==> config.mk <==
export PLATFORM = sky130hd
export DESIGN_NAME = stepper_pulse_gen
export DESIGN_NICKNAME = d
export VERILOG_FILES = /design/src/rtl/stepper_pulse_gen.sv
export SDC_FILE = /design/constraint.sdc
export NUM_CORES = 1
export LEC_CHECK = 0
export ABC_CLOCK_PERIOD_IN_PS = 3100
export CAP_MARGIN = 15
export CORE_MARGIN = 8
export CORE_UTILIZATION = 45
export CTS_CLUSTER_SIZE = 28
export DETAILED_ROUTE_END_ITERATION = 10
export PLACE_DENSITY = 0.66
export SLEW_MARGIN = 40
export SYNTH_ARGS = -nofsm -noshare
export SYNTH_HDL_FRONTEND = slang
export SYNTH_SLANG_ARGS = --single-unit
==> constraint.sdc <==
create_clock -name clock -period 3.1 [get_ports clock]
set_input_delay 0.62 -clock clock [delete_from_list [all_inputs] [get_ports clock]]
set_output_delay 0.62 -clock clock [all_outputs]
set_load 0.005 [all_outputs]
==> src/rtl/stepper_pulse_gen.sv <==
// Multi-axis STEP/DIR pulse generator driven by a valid/ready move-command bus.
// Build option SYNC_GO_EN: accepted moves wait ARMED until a shared go strobe.
module stepper_pulse_gen #(
  parameter  int NUM_CH  = 2,
  parameter  int CNT_W   = 32,
  parameter  int PULSE_W = 4,
  localparam int CH_W    = (NUM_CH > 1) ? $clog2(NUM_CH) : 1
) (
  input  logic              clock,
  input  logic              reset,
  input  logic              cmd_valid,
  output logic              cmd_ready,
  input  logic [CH_W-1:0]   cmd_ch,
  input  logic [CNT_W-1:0]  cmd_steps,
  input  logic [CNT_W-1:0]  cmd_period,
  input  logic              cmd_dir,
  input  logic              abort,
  input  logic              go,
  output logic [NUM_CH-1:0] step_out,
  output logic [NUM_CH-1:0] dir_out,
  output logic [NUM_CH-1:0] busy,
  output logic [NUM_CH-1:0] done_pulse
);

  typedef enum logic [2:0] {
    IDLE,
    SETUP,
    HIGH,
    LOW,
`ifdef SYNC_GO_EN
    ARMED,
`endif
    DONE
  } state_e;

`ifdef SYNC_GO_EN
  localparam state_e START_ST = ARMED;
`else
  localparam state_e START_ST = SETUP;
  logic unused_go;
  assign unused_go = go;
`endif

  localparam logic [CNT_W-1:0] PW       = CNT_W'(PULSE_W);
  localparam logic [CNT_W-1:0] PW_M1    = CNT_W'(PULSE_W - 1);
  localparam logic [CNT_W-1:0] PW_P1    = CNT_W'(PULSE_W + 1);
  localparam logic [CH_W:0]    NUM_CH_V = (CH_W + 1)'(NUM_CH);

  state_e             state_q [NUM_CH];
  state_e             state_d [NUM_CH];
  logic [CNT_W-1:0]   rem_q   [NUM_CH];
  logic [CNT_W-1:0]   rem_d   [NUM_CH];
  logic [CNT_W-1:0]   per_q   [NUM_CH];
  logic [CNT_W-1:0]   per_d   [NUM_CH];
  logic [CNT_W-1:0]   tmr_q   [NUM_CH];
  logic [CNT_W-1:0]   tmr_d   [NUM_CH];
  logic [NUM_CH-1:0]  step_q, step_d;
  logic [NUM_CH-1:0]  dir_q, dir_d;
  logic [NUM_CH-1:0]  busy_q, busy_d;
  logic [NUM_CH-1:0]  done_q, done_d;
  logic [NUM_CH-1:0]  hit;
  logic               ch_busy;
  logic               accept;
  logic [CNT_W-1:0]   eff_period;

  always_comb begin
    ch_busy = 1'b0;
    for (int c = 0; c < NUM_CH; c++) begin
      if (cmd_ch == CH_W'(c)) ch_busy = busy_q[c];
    end
    cmd_ready  = !ch_busy && !abort && ({1'b0, cmd_ch} < NUM_CH_V);
    accept     = cmd_valid && cmd_ready;
    eff_period = (cmd_period > PW) ? cmd_period : PW_P1;
    for (int c = 0; c < NUM_CH; c++) begin
      hit[c] = accept && (cmd_ch == CH_W'(c));
    end
  end

  // Pin outputs follow the state one cycle later, so DIR leads STEP by two edges.
  always_comb begin
    for (int c = 0; c < NUM_CH; c++) begin
      state_d[c] = state_q[c];
      rem_d[c]   = rem_q[c];
      per_d[c]   = per_q[c];
      tmr_d[c]   = tmr_q[c];
      case (state_q[c])
        IDLE: begin
          if (hit[c]) begin
            state_d[c] = START_ST;
            rem_d[c]   = cmd_steps;
            per_d[c]   = eff_period;
          end
        end
`ifdef SYNC_GO_EN
        ARMED: begin
          if (go) state_d[c] = SETUP;
        end
`endif
        SETUP: begin
          if (rem_q[c] == '0) begin
            state_d[c] = DONE;
          end else begin
            state_d[c] = HIGH;
            rem_d[c]   = rem_q[c] - 1'b1;
            tmr_d[c]   = PW_M1;
          end
        end
        HIGH: begin
          if (tmr_q[c] == '0) begin
            state_d[c] = LOW;
            tmr_d[c]   = per_q[c] - PW_P1;
          end else begin
            tmr_d[c] = tmr_q[c] - 1'b1;
          end
        end
        LOW: begin
          if (tmr_q[c] != '0) begin
            tmr_d[c] = tmr_q[c] - 1'b1;
          end else if (rem_q[c] != '0) begin
            state_d[c] = HIGH;
            rem_d[c]   = rem_q[c] - 1'b1;
            tmr_d[c]   = PW_M1;
          end else begin
            state_d[c] = DONE;
          end
        end
        DONE:    state_d[c] = IDLE;
        default: state_d[c] = IDLE;
      endcase
      if (abort) state_d[c] = IDLE;
      step_d[c] = !abort && (state_q[c] == HIGH);
      done_d[c] = !abort && (state_q[c] == DONE);
      busy_d[c] = !abort && (hit[c] || (state_q[c] != IDLE));
      dir_d[c]  = hit[c] ? cmd_dir : dir_q[c];
    end
  end

  always_ff @(posedge clock or negedge reset) begin
    if (!reset) begin
      for (int c = 0; c < NUM_CH; c++) begin
        state_q[c] <= IDLE;
        rem_q[c]   <= '0;
        per_q[c]   <= '0;
        tmr_q[c]   <= '0;
      end
      step_q <= '0;
      dir_q  <= '0;
      busy_q <= '0;
      done_q <= '0;
    end else begin
      for (int c = 0; c < NUM_CH; c++) begin
        state_q[c] <= state_d[c];
        rem_q[c]   <= rem_d[c];
        per_q[c]   <= per_d[c];
        tmr_q[c]   <= tmr_d[c];
      end
      step_q <= step_d;
      dir_q  <= dir_d;
      busy_q <= busy_d;
      done_q <= done_d;
    end
  end

  assign step_out   = step_q;
  assign dir_out    = dir_q;
  assign busy       = busy_q;
  assign done_pulse = done_q;

endmodule

-- Word level (Yosys, flattened, before mapping)
Cells that the tools add are included.
- input bits: 71
- bits in registers: 206
- output and inout port bits: 9
- word-level logic and storage cells: 119
- eq/ne operators: 24
- reduce and logical (&&, ||, !) cells: 38
- bitwise gates (word level): 1
- order comparisons: 1
- $add $sub $neg: 6
- muxes and demuxes: 36
- operators by type and width (kind ; count):
    2-to-1 mux 32 bit ; 17
    case mux 32 bit (3 select lines) ; 4
    zero test 32 bit ; 4
    nonzero test 32 bit ; 4
    subtractor 32 x 1 -> 32 bit (second input constant) ; 4
    subtractor 32 x 3 -> 32 bit (second input constant) ; 2
    2-to-1 mux 3 bit ; 12
    > comparator 32 x 3 -> 1 bit (second input constant) ; 1
    inequality test 3 bit (second input constant) ; 8
    case mux 3 bit (4 select lines) ; 2
    nonzero test 3 bit ; 6
    inequality test 2 bit (second input constant) ; 8
    == test 3 x 2 -> 1 bit (second input constant) ; 4
    AND reduction 3 bit ; 4
    logical AND 1 bit ; 10
    AND reduction 5 bit ; 2
    == test 3 x 1 -> 1 bit (second input constant) ; 2
    == test 3 bit (second input constant) ; 2
    zero test 3 bit ; 2
    AND reduction 2 bit ; 2
    zero test 1 bit ; 2
    logical OR 1 bit ; 2
    2-to-1 mux 1 bit ; 1
    NOT 1 bit ; 1

-- Longest topological paths before layout
Gate-level depths: netlist (run 1).
- word-level depth: 8
- depth in mapped cells: 10
- mapped depth without buffers: 8

-- Worst setup path after synthesis (run 1)
OpenSTA, ideal clock, no wires.
- path kind: register to register
- start point: register tmr_q[53] in the netlist's numbering
- end point: register tmr_q[63] in the netlist's numbering
- setup time: 0.087 ns
- path buffers: 3
- slack: 0.247 ns
- arrival time: 2.767 ns
- required time: 3.013 ns
- clock period less this slack: 2.853 ns
- cell stages (with the launch flop): 10
- cells stage by stage: dfrtp_1 > or4_4 > or4_1 > buf_2 > or4_4 > buf_6 > a211oi_4 > buf_6 > o21ai_0 > o211ai_1
- word-level cells in the longest chain between the ends: 3
- elaborated cells between the ends (all ways): 8
- those cells by class: add/sub: 1; eq/ne: 1; mux: 3; reduce/logical: 3
- RTL lines (element ; line ; source):
    start, declared ; 55 ; logic [CNT_W-1:0] tmr_q [NUM_CH];
    start signal, assigned by index ; 155 ; tmr_q[c] <= tmr_d[c];
    subtractor 32 x 1 -> 32 bit, or another cell as far along ; 113, 118 ;
    2-to-1 mux 32 bit, or another cell as far along ; 117 ; if (tmr_q[c] != '0) begin
    case mux 32 bit (3 select lines) / AND reduction 3 bit (equally long branches) ; n/a ;
Parallel ways exist; a longest one is shown, timed or not.
A chain may end at the register's enable or synchronous reset.

-- Worst setup path after layout (run 1)
- start point: register tmr_q[54] in the netlist's numbering
- end point: register rem_q[57] in the netlist's numbering
- word-level cells in the longest chain between the ends: 3
- RTL lines (element ; line ; source):
    nonzero test 32 bit ; 117 ;
    inequality test 2 bit (no line) ; n/a ;
    AND reduction 5 bit (no line) ; n/a ;
    end signal, assigned by index ; 153 ; rem_q[c] <= rem_d[c];
    end, declared ; 51 ; logic [CNT_W-1:0] rem_q [NUM_CH];
Every way passes these cells.

==> impl_metrics.csv, run 1 <==
group,metric,value,unit
logic_synthesis,synth_cell_types,71,
global_route,grt_pass1_wl,61800,µm
floorplanning,initial_core_util,45.2,%
layout,diodes,0,
logic_synthesis,synth-main-ff-cell,"dfrtp_1",
pwr,p_leak,6.13,nW
layout,utilization,53.8,%
logic_synthesis,async_flop_share,100,%
sta,period_needed,2.93,ns
run_status,outcome,"completed",
sta,drv_slew,0,
drt,antenna_left,0,
critical_path,reg2reg_to,"rem_q[57]",
logic_synthesis,yosysWarnings,0,
global_route,met3_usage,4.47,%
drt,drtPass1Iterations,6,
floorplanning,core-area,0.0275,mm²
drt,avgRoutedWirePerCell,19.7,µm
logic_synthesis,syn_nets,1580,
sta,rsz0062_at_grt,"no",
clock_network,tritoncts,"built",
critical_path,path_class,"register to register",
critical_path,path_max_fanout,10,
sta,setup_viol,0,
floorplanning,die-width,182,µm
sta,hold_violations,0,
sta,finalClockSkew,0.0146,ns
pwr,pwr-share-seq,43.9,%
logic_synthesis,synth_top_area_share,41.5,%
logic_synthesis,synth_cells,1501,
pwr,clkPwrFrac,32.6,%
layout,fillers,2596,
worst_hold_path,hp-class,"input port to asynchronous set/reset pin",
drt,vias_per_cell,6.22,
clock_network,clk_path_buf_depth,3,
clock_network,cts_setup_buffers,0,
pwr,swShare,33.7,%
global_route,gr-total-overflow,0,
layout,layout-drive-gt1-share,9.62,%
layout,nNetsFinal,1685,
logic_synthesis,synthTopCellsByArea,"dfrtp_1 (42%), nand2_1 (8.4%), o21ai_0 (4.5%)",
layout,multi_input_area,0.00690,mm²
sta,worst_slew_pin_slew,0.775,ns
logic_synthesis,synth-edff-count,0,
global_route,met2_usage,35.5,%
clock_network,clkSinkCount,206,
floorplanning,die_area,0.0332,mm²
layout,seqCellArea,0.00515,mm²
critical_path,arrival,3.38,ns
global_route,antenna_found_initial,3,
clock_network,path_clk_slew,0.06,ns
drt,first_iter_violations,1092,
pwr,power.switching,2.84,mW
floorplanning,die_h,182,µm
sta,slew_headroom,48.3,%
drt,vias,12200,
critical_path,cp-start-kind,"register",
pwr,intPower,5.59,mW
layout,layout_common_cells,"nand2_1 (276), dfrtp_1 (206), nor2_1 (119)",
logic_synthesis,synth_top_area_cell,"dfrtp_1",
critical_path,r2r_start,"tmr_q[54]",
global_route,grt_max_degree,65,
pwr,power_frac_comb,23.5,%
placement,place.detailed.hpwl,28200,µm
clock_network,cts_made_buffers,25,
logic_synthesis,syn_area,0.0124,mm²
global_route,grt_pass1_vias,11400,
pwr,power_density,571,mW/mm²
clock_network,clock_latency,0.52,ns
sta,min_period_over_period,94.4,%
clock_network,htreeDepth,1,
sta,setup_tns,0,ns
critical_path,ff2ff_setup_slack,0.17,ns
global_route,globalRouteMet1Util,31.6,%
critical_path,worst_setup_path_end_kind,"register",
flow_run,drv_cap,0,
critical_path,rr_worst_depth,8,
floorplanning,placementRows,61,
placement,place.gp.congestion,0.922,
global_route,gr-usage-all-layers,22.9,%
drt,wirelength,38700,µm
global_route,top_usage_layer,"met2",
placement,numPortBuffers,78,
layout,area_growth,19.0,%
clock_network,root_buffer,"clkbuf_16",
layout,layout_commonest_cell,"nand2_1",
drt,drcViolationCount,0,
critical_path,worstPathRequired,3.56,ns
logic_synthesis,avgSynthCellArea,8.27,µm²
logic_synthesis,ys_ff_latch,206,
sta,fmax,342,MHz
floorplanning,ios,80,
logic_synthesis,ys_seq_area_share,41.5,%
pwr,ir_worst_vdd,0.425,mV
-- metrics by stage --
stage / std cells / worst slack, ns / hold slack, ns / area, µm² / total power, mW
global route: 1968 / 0.000516 / 0.0752 / 14800 / 8.89
finish: 1968 / 0.173 / 0.0433 / 14800 / 8.43
CTS: 1968 / 0.0657 / 0.0494 / 14800 / 8.47
detailed placement: 1925 / 0.0867 / 0.488 / 14000 / 5.68
floorplan: 1501 / 0.247 / 0.324 / 12400 / 4.88
global placement: 1925 / 0.125 / 0.459 / 14000 / 5.62
-- Yosys cell counts, drive strengths merged (14+ instances only) --
library cell and count:
dfrtp 206, inv 21, xnor2 38, nor4 61, clkbuf 68, nor2 120, a21oi 66, nand2 278
nor3 82, or3 40, xor2 22, o21ai 119, nand4 20, o211ai 25, nand3 29, o22ai 14
or4 32
-- repair_timing --
action,4_1_cts,5_1_grt
resized for setup,0,5
hold buffers,0,0
setup endpoints to repair,0,20
-- power by group through the flow --
| stage | Clock, mW | Combinational, mW | Sequential (mW) |
|---|---|---|---|
| after floorplan | 0 | 1.32 | 3.56 |
| after global routing | 2.91 | 2.20 | 3.77 |
| after CTS | 2.82 | 1.98 | 3.68 |
| after detailed placement | 0 | 1.97 | 3.72 |
| after global placement | 0 | 1.91 | 3.70 |
| final | 2.75 | 1.98 | 3.70 |
-- critical path, cell delays in order, from the launching register on --
cell,delay (ns)
dfrtp_1,0.42
or4_4,0.49
or4_1,0.49
buf_4,0.20
o41ai_4,0.29
buf_4,0.19
nand2_1,0.28
nor4_2,0.35
a221o_1,0.14
-- cells by family (layout without fill, tap and decap cells) --
group           Yosys count  after routing  share of synthesized area [%]
flops                   206            206                           41.5
fa+ha+maj                 8              8                          0.806
mux                       4              4                          0.333
xor+xnor                 60             60                           4.23
buf+inv                 101            222                           3.33
simple gates            750            750                           29.8
compound gates          372            372                           20.0
-- area by class of cell --
cell class	count	area share [%]
Tap cell	346	2.93
Clock buffer	38	4.90
Sequential cell	206	34.9
Timing Repair Buffer	158	9.81
Inverter	21	0.534
Clock inverter	5	0.195
Multi-Input combinational cell	1194	46.7
-- routing by layer --
metal	up-vias	share of wire (%)
li1	5748	-
met1	5964	44
met2	446	45
met3	72	6.9
met4	6	3.4
met5	-	0.10
-- sequential cells by signal, summed over array words and instances (netlist names) --
name        flops
dir_out         2
done_pulse      2
busy            2
step_out        2
rem_q          64
per_q          64
state_q         6
tmr_q          64
-- worst max-delay path by stage --
stage               from         to  slack (ns)
2_1_floorplan  tmr_q[53]  tmr_q[63]        0.25
3_3_place_gp   tmr_q[48]  tmr_q[48]        0.12
3_5_place_dp   tmr_q[53]  rem_q[50]        0.09
4_1_cts        tmr_q[53]  rem_q[50]        0.07
5_1_grt        tmr_q[54]  rem_q[63]      0.0005
6_report       tmr_q[54]  rem_q[57]        0.17
Note: power is estimated with default switching activity, not from simulation.
==> inputs of run 2 (changes only) <==
Settings changed: CORE_ASPECT_RATIO set to 1.4, DONT_BUFFER_PORTS set to 1, PLACE_DENSITY 0.66 to unset.
==> impl_metrics.csv, run 2 (synthesized netlist as in run 1, its figures left out) <==
group,metric,value,unit
worst_hold_path,hp-class,"input port to asynchronous set/reset pin",
drt,antenna_left,0,
critical_path,worst_setup_path_end_kind,"register",
sta,fmax,338,MHz
clock_network,path_clk_slew,0.06,ns
clock_network,htreeDepth,1,
critical_path,cp-start-kind,"register",
pwr,intPower,5.53,mW
pwr,ir_worst_vdd,0.480,mV
drt,first_iter_violations,805,
drt,vias,11700,
sta,period_needed,2.96,ns
pwr,power_frac_comb,21.3,%
floorplanning,ios,80,
layout,nNetsFinal,1592,
critical_path,r2r_start,"tmr_q[53]",
sta,hold_violations,206,
global_route,antenna_found_initial,1,
sta,setup_viol,0,
sta,finalClockSkew,0.0264,ns
flow_run,drv_cap,0,
floorplanning,die_area,0.0332,mm²
clock_network,clk_path_buf_depth,3,
clock_network,cts_made_buffers,23,
pwr,power.switching,2.72,mW
global_route,gr-total-overflow,0,
global_route,grt_pass1_wl,62700,µm
drt,avgRoutedWirePerCell,20.7,µm
floorplanning,die-width,156,µm
layout,final_area,0.0139,mm²
sta,slew_headroom,46.9,%
floorplanning,core-area,0.0274,mm²
pwr,swShare,33.0,%
placement,place.detailed.hpwl,28300,µm
global_route,grt_max_degree,207,
pwr,power_density,592,mW/mm²
sta,min_period_over_period,95.4,%
critical_path,startpoint,"tmr_q[53]",
layout,layout-drive-gt1-share,9.55,%
critical_path,reg2reg_to,"tmr_q[37]",
critical_path,rr_worst_depth,7,
sta,hold_slack,-0.205,ns
placement,numPortBuffers,0,
drt,drcViolationCount,0,
placement,place.gp.congestion,0.876,
drt,vias_per_cell,6.13,
global_route,gr-usage-all-layers,23.8,%
global_route,grt_pass1_vias,11400,
sta,setup_tns,0,ns
layout,top_regs,"per_q: 64 flops, rem_q: 64 flops, tmr_q: 64 flops",
pwr,pwr-share-seq,44.9,%
clock_network,tritoncts,"built",
sta,drv_slew,0,
drt,drtPass1Iterations,5,
clock_network,root_buffer,"clkbuf_16",
run_status,outcome,"finished, violations left",
pwr,clkPwrFrac,33.8,%
sta,rsz0062_at_grt,"no",
critical_path,ff2ff_setup_slack,0.14,ns
critical_path,arrival,3.36,ns
critical_path,critPathCapture,"tmr_q[37]",
floorplanning,die_h,213,µm
layout,layout_commonest_cell,"nand2_1",
sta,worst_slew_pin_slew,0.789,ns
critical_path,path_class,"register to register",
floorplanning,initial_core_util,45.3,%
run_status,violations,"hold timing",
clock_network,clock_latency,0.54,ns
pwr,p_total,8.25,mW
critical_path,path_max_fanout,13,
placement,dpl_cell_area,0.0131,mm²
floorplanning,placementRows,72,
clock_network,clkSinkCount,206,
drt,wirelength,39400,µm
layout,area_growth,12.2,%
layout,layout_common_cells,"nand2_1 (276), dfrtp_1 (206), nor2_1 (119)",
pwr,p_leak,5.78,nW
critical_path,worstPathRequired,3.50,ns
[run 2: cell count changes in the layout (fill, tap and decap cells not counted), moves of 3 or more]
cell	before	now
clkinv_2	4	7
buf_4	75	60
clkdlybuf4s50_1	77	0
clkbuf_1	8	1
[run 2: power groups by stage]
stage	clock [mW]	combinational (mW)	sequential, mW
floorplan	0	1.32	3.56
global placement	0	1.71	3.72
detailed placement	0	1.75	3.73
CTS	2.86	1.76	3.69
global route	2.96	1.97	3.78
finish	2.79	1.76	3.70
[run 2: final cells by class]
class / instances / area [µm²]
Antenna cell: 2 / 5.00
Clock inverter: 11 / 111
Fill cell: 2722 / 13500
Multi-Input combinational cell: 1194 / 6900
Clock buffer: 29 / 648
Tap cell: 370 / 463
Inverter: 21 / 78.8
Sequential cell: 206 / 5150
Timing Repair Buffer: 67 / 567
[run 2: worst min path at each step]
| stage | cells past startpoint | to | slack, ns | start |
|---|---|---|---|---|
| finish | 0 | tmr_q[41] | -0.21 | reset |
| global route | 0 | tmr_q[50] | -0.22 | reset |
| CTS | 0 | dir_out[1] | -0.22 | reset |
| detailed placement | 0 | tmr_q[37] | 0.34 | reset |
| global placement | 0 | tmr_q[42] | 0.34 | reset |
| floorplan | 0 | busy[0] | 0.32 | reset |
[run 2: through the flow]
step / utilization [%] / hold WS, ns / std cells / worst slack, ns
2_1_floorplan: - / 0.324 / 1501 / 0.247
3_3_place_gp: 47.9 / 0.338 / 1855 / 0.0109
3_5_place_dp: 47.9 / 0.338 / 1855 / 0.00265
4_1_cts: 50.7 / -0.221 / 1895 / 0.146
5_1_grt: 50.9 / -0.223 / 1900 / 0.0332
6_report: 50.9 / -0.205 / 1900 / 0.141
[run 2: worst max-delay path, stage by stage, from the launching register on]
cell and delay (ns):
dfrtp_1 0.38, or4_4 0.58, or4_1 0.53, or4_4 0.58
nand2_2 0.27, buf_4 0.19, nor4_1 0.05, a221o_1 0.26
[run 2: per-layer routing]
layer  track usage [%]  part of all wire (%)  up-vias
met5                 0                     0        -
met2              39.9                    48      372
li1                  -                     -     5569
met4              11.0                   4.6        0
met1              27.7                    39     5616
met3              6.55                   8.3       99
[run 2: timing repair]
item	CTS	global route
buffers inserted	0	2
endpoints found under the hold margin	206	206
pin swaps	0	1
endpoints found under the setup margin	4	23
gates resized for setup	1	4
==> inputs of run 3 (changes only) <==
--- a/config.mk
+++ b/config.mk
@@ -7,3 +7,3 @@
 export LEC_CHECK = 0
-export ABC_CLOCK_PERIOD_IN_PS = 3100
+export ABC_CLOCK_PERIOD_IN_PS = 3200
 export CAP_MARGIN = 15
@@ -15,3 +15,2 @@
 export DONT_BUFFER_PORTS = 1
-export SLEW_MARGIN = 40
 export SYNTH_ARGS = -nofsm -noshare
==> constraint.sdc (replaced) <==
create_clock -name clock -period 3.2 [get_ports clock]
set_input_delay 0.64 -clock clock [delete_from_list [all_inputs] [get_ports clock]]
set_output_delay 0.64 -clock clock [all_outputs]
set_load 0.1 [all_outputs]
==> impl_metrics.csv, run 3 (synthesized netlist as in run 1, its figures left out) <==
group,metric,value,unit
run_status,outcome,"finished, violations left",
run_status,violations,"hold timing",
drt,vias_per_cell,6.14,
sta,drv_slew,0,
clock_network,root_buffer,"clkbuf_16",
drt,antenna_left,0,
floorplanning,placementRows,72,
sta,fmax,326,MHz
clock_network,path_clk_slew,0.06,ns
flow_run,drv_cap,0,
clock_network,clk_path_buf_depth,3,
drt,drtPass1Iterations,6,
pwr,ir_worst_vdd,0.464,mV
layout,layout_commonest_cell,"nand2_1",
placement,dp_slack,0.150,ns
critical_path,path_class,"register to register",
sta,worst_slew_pin_slew,0.904,ns
global_route,grt_pass1_wl,63000,µm
placement,place_inst,1852,
floorplanning,die-width,156,µm
drt,drcViolationCount,0,
sta,setup_tns,0,ns
drt,vias,11600,
layout,top_regs,"per_q: 64 flops, rem_q: 64 flops, tmr_q: 64 flops",
pwr,intPower,5.56,mW
floorplanning,initial_core_util,45.3,%
critical_path,crit_family,"simple AND/OR/NAND/NOR gates",
critical_path,path_max_fanout,12,
critical_path,path_cells,"or4_4, or2_2, or4_4, nand2_1, buf_4, o21ai_0, a21o_1",
drt,wirelength,39200,µm
pwr,power_frac_comb,20.4,%
layout,layout_common_cells,"nand2_1 (278), dfrtp_1 (206), nor2_1 (120)",
worst_hold_path,hp-class,"input port to asynchronous set/reset pin",
global_route,grt_pass1_vias,11400,
critical_path,ff2ff_setup_slack,0.13,ns
global_route,grt_max_degree,207,
pwr,power.switching,2.74,mW
pwr,swShare,33.0,%
floorplanning,ios,80,
clock_network,clkSinkCount,206,
pwr,p_leak,5.77,nW
pwr,power_density,596,mW/mm²
sta,rsz0062_at_grt,"no",
sta,hold_violations,206,
clock_network,cts_made_buffers,24,
placement,place.gp.congestion,0.899,
sta,period_needed,3.07,ns
sta,hold_slack,-0.202,ns
floorplanning,die_area,0.0332,mm²
layout,nNetsFinal,1587,
floorplanning,die_h,213,µm
placement,place.detailed.hpwl,28400,µm
global_route,gr-usage-all-layers,23.9,%
sta,finalClockSkew,0.00757,ns
clock_network,htreeDepth,1,
critical_path,crit_buf_inv,1,
critical_path,worst_setup_path_end_kind,"register",
critical_path,arrival,3.50,ns
pwr,clkPwrFrac,35.8,%
critical_path,cpMostUsedCell,"or4_4",
critical_path,cp_slowest_stage_delay,0.61,ns
clock_network,tritoncts,"built",
clock_network,clock_latency,0.53,ns
global_route,gr-total-overflow,0,
pwr,pwr-share-seq,43.7,%
floorplanning,core-area,0.0274,mm²
drt,first_iter_violations,829,
layout,diodes,0,
sta,setup_viol,0,
critical_path,slowest_stage,"or4_4",
layout,final_cell_count_no_fill,1896,
sta,slew_headroom,39.7,%
drt,avgRoutedWirePerCell,20.7,µm
placement,numPortBuffers,0,
critical_path,cp-start-kind,"register",
layout,layout-drive-gt1-share,9.04,%
global_route,antenna_found_initial,0,
layout,area_growth,12.3,%
critical_path,worstPathRequired,3.63,ns
sta,fin_ws,0.129,ns
sta,min_period_over_period,96.0,%
## run 3: layout make-up
| class | count | area (µm²) |
|---|---|---|
| Fill cell | 2666 | 13400 |
| Multi-Input combinational cell | 1194 | 6890 |
| Sequential cell | 206 | 5150 |
| Clock buffer | 34 | 719 |
| Timing Repair Buffer | 61 | 495 |
| Tap cell | 370 | 463 |
| Clock inverter | 10 | 135 |
| Inverter | 21 | 78.8 |
## run 3: final timing paths
check,start,to,cells after the start
worst max-delay path,tmr_q[47],tmr_q[53],7
worst min-delay path,reset,tmr_q[43],0
worst max register to register,tmr_q[47],tmr_q[53],7
worst min register to register,rem_q[31],rem_q[31],2
max in group asynchronous,reset,tmr_q[20],0
min in group clock,abort,state_q[3],1
## run 3: through the flow
step	power, mW	hold slack [ns]	cell area (µm²)	util [%]
after floorplan	4.78	0.344	12400	-
after global placement	5.30	0.356	13100	47.8
after detailed placement	5.35	0.356	13100	47.8
after CTS	8.35	-0.213	13900	50.9
after global routing	8.76	-0.222	13900	50.9
final	8.30	-0.202	13900	50.9
## run 3: timing repair
| item | in CTS | in global routing |
|---|---|---|
| endpoints found under the hold margin | 206 | 206 |
| gates resized for setup | 0 | 0 |
| setup buffers | 0 | 0 |
## run 3: power groups by stage
stage | Clock, mW | Combinational, mW | Sequential, mW
global route | 3.13 | 1.92 | 3.71
CTS | 3.03 | 1.70 | 3.62
floorplan | 0 | 1.29 | 3.50
finish | 2.98 | 1.70 | 3.63
detailed placement | 0 | 1.69 | 3.66
global placement | 0 | 1.66 | 3.64
## run 3: routing by layer
metal	track usage, %	wire length, µm
met2	39.2	18400
met3	6.77	3280
met5	0	0
met1	28.1	15500
met4	12.3	1960
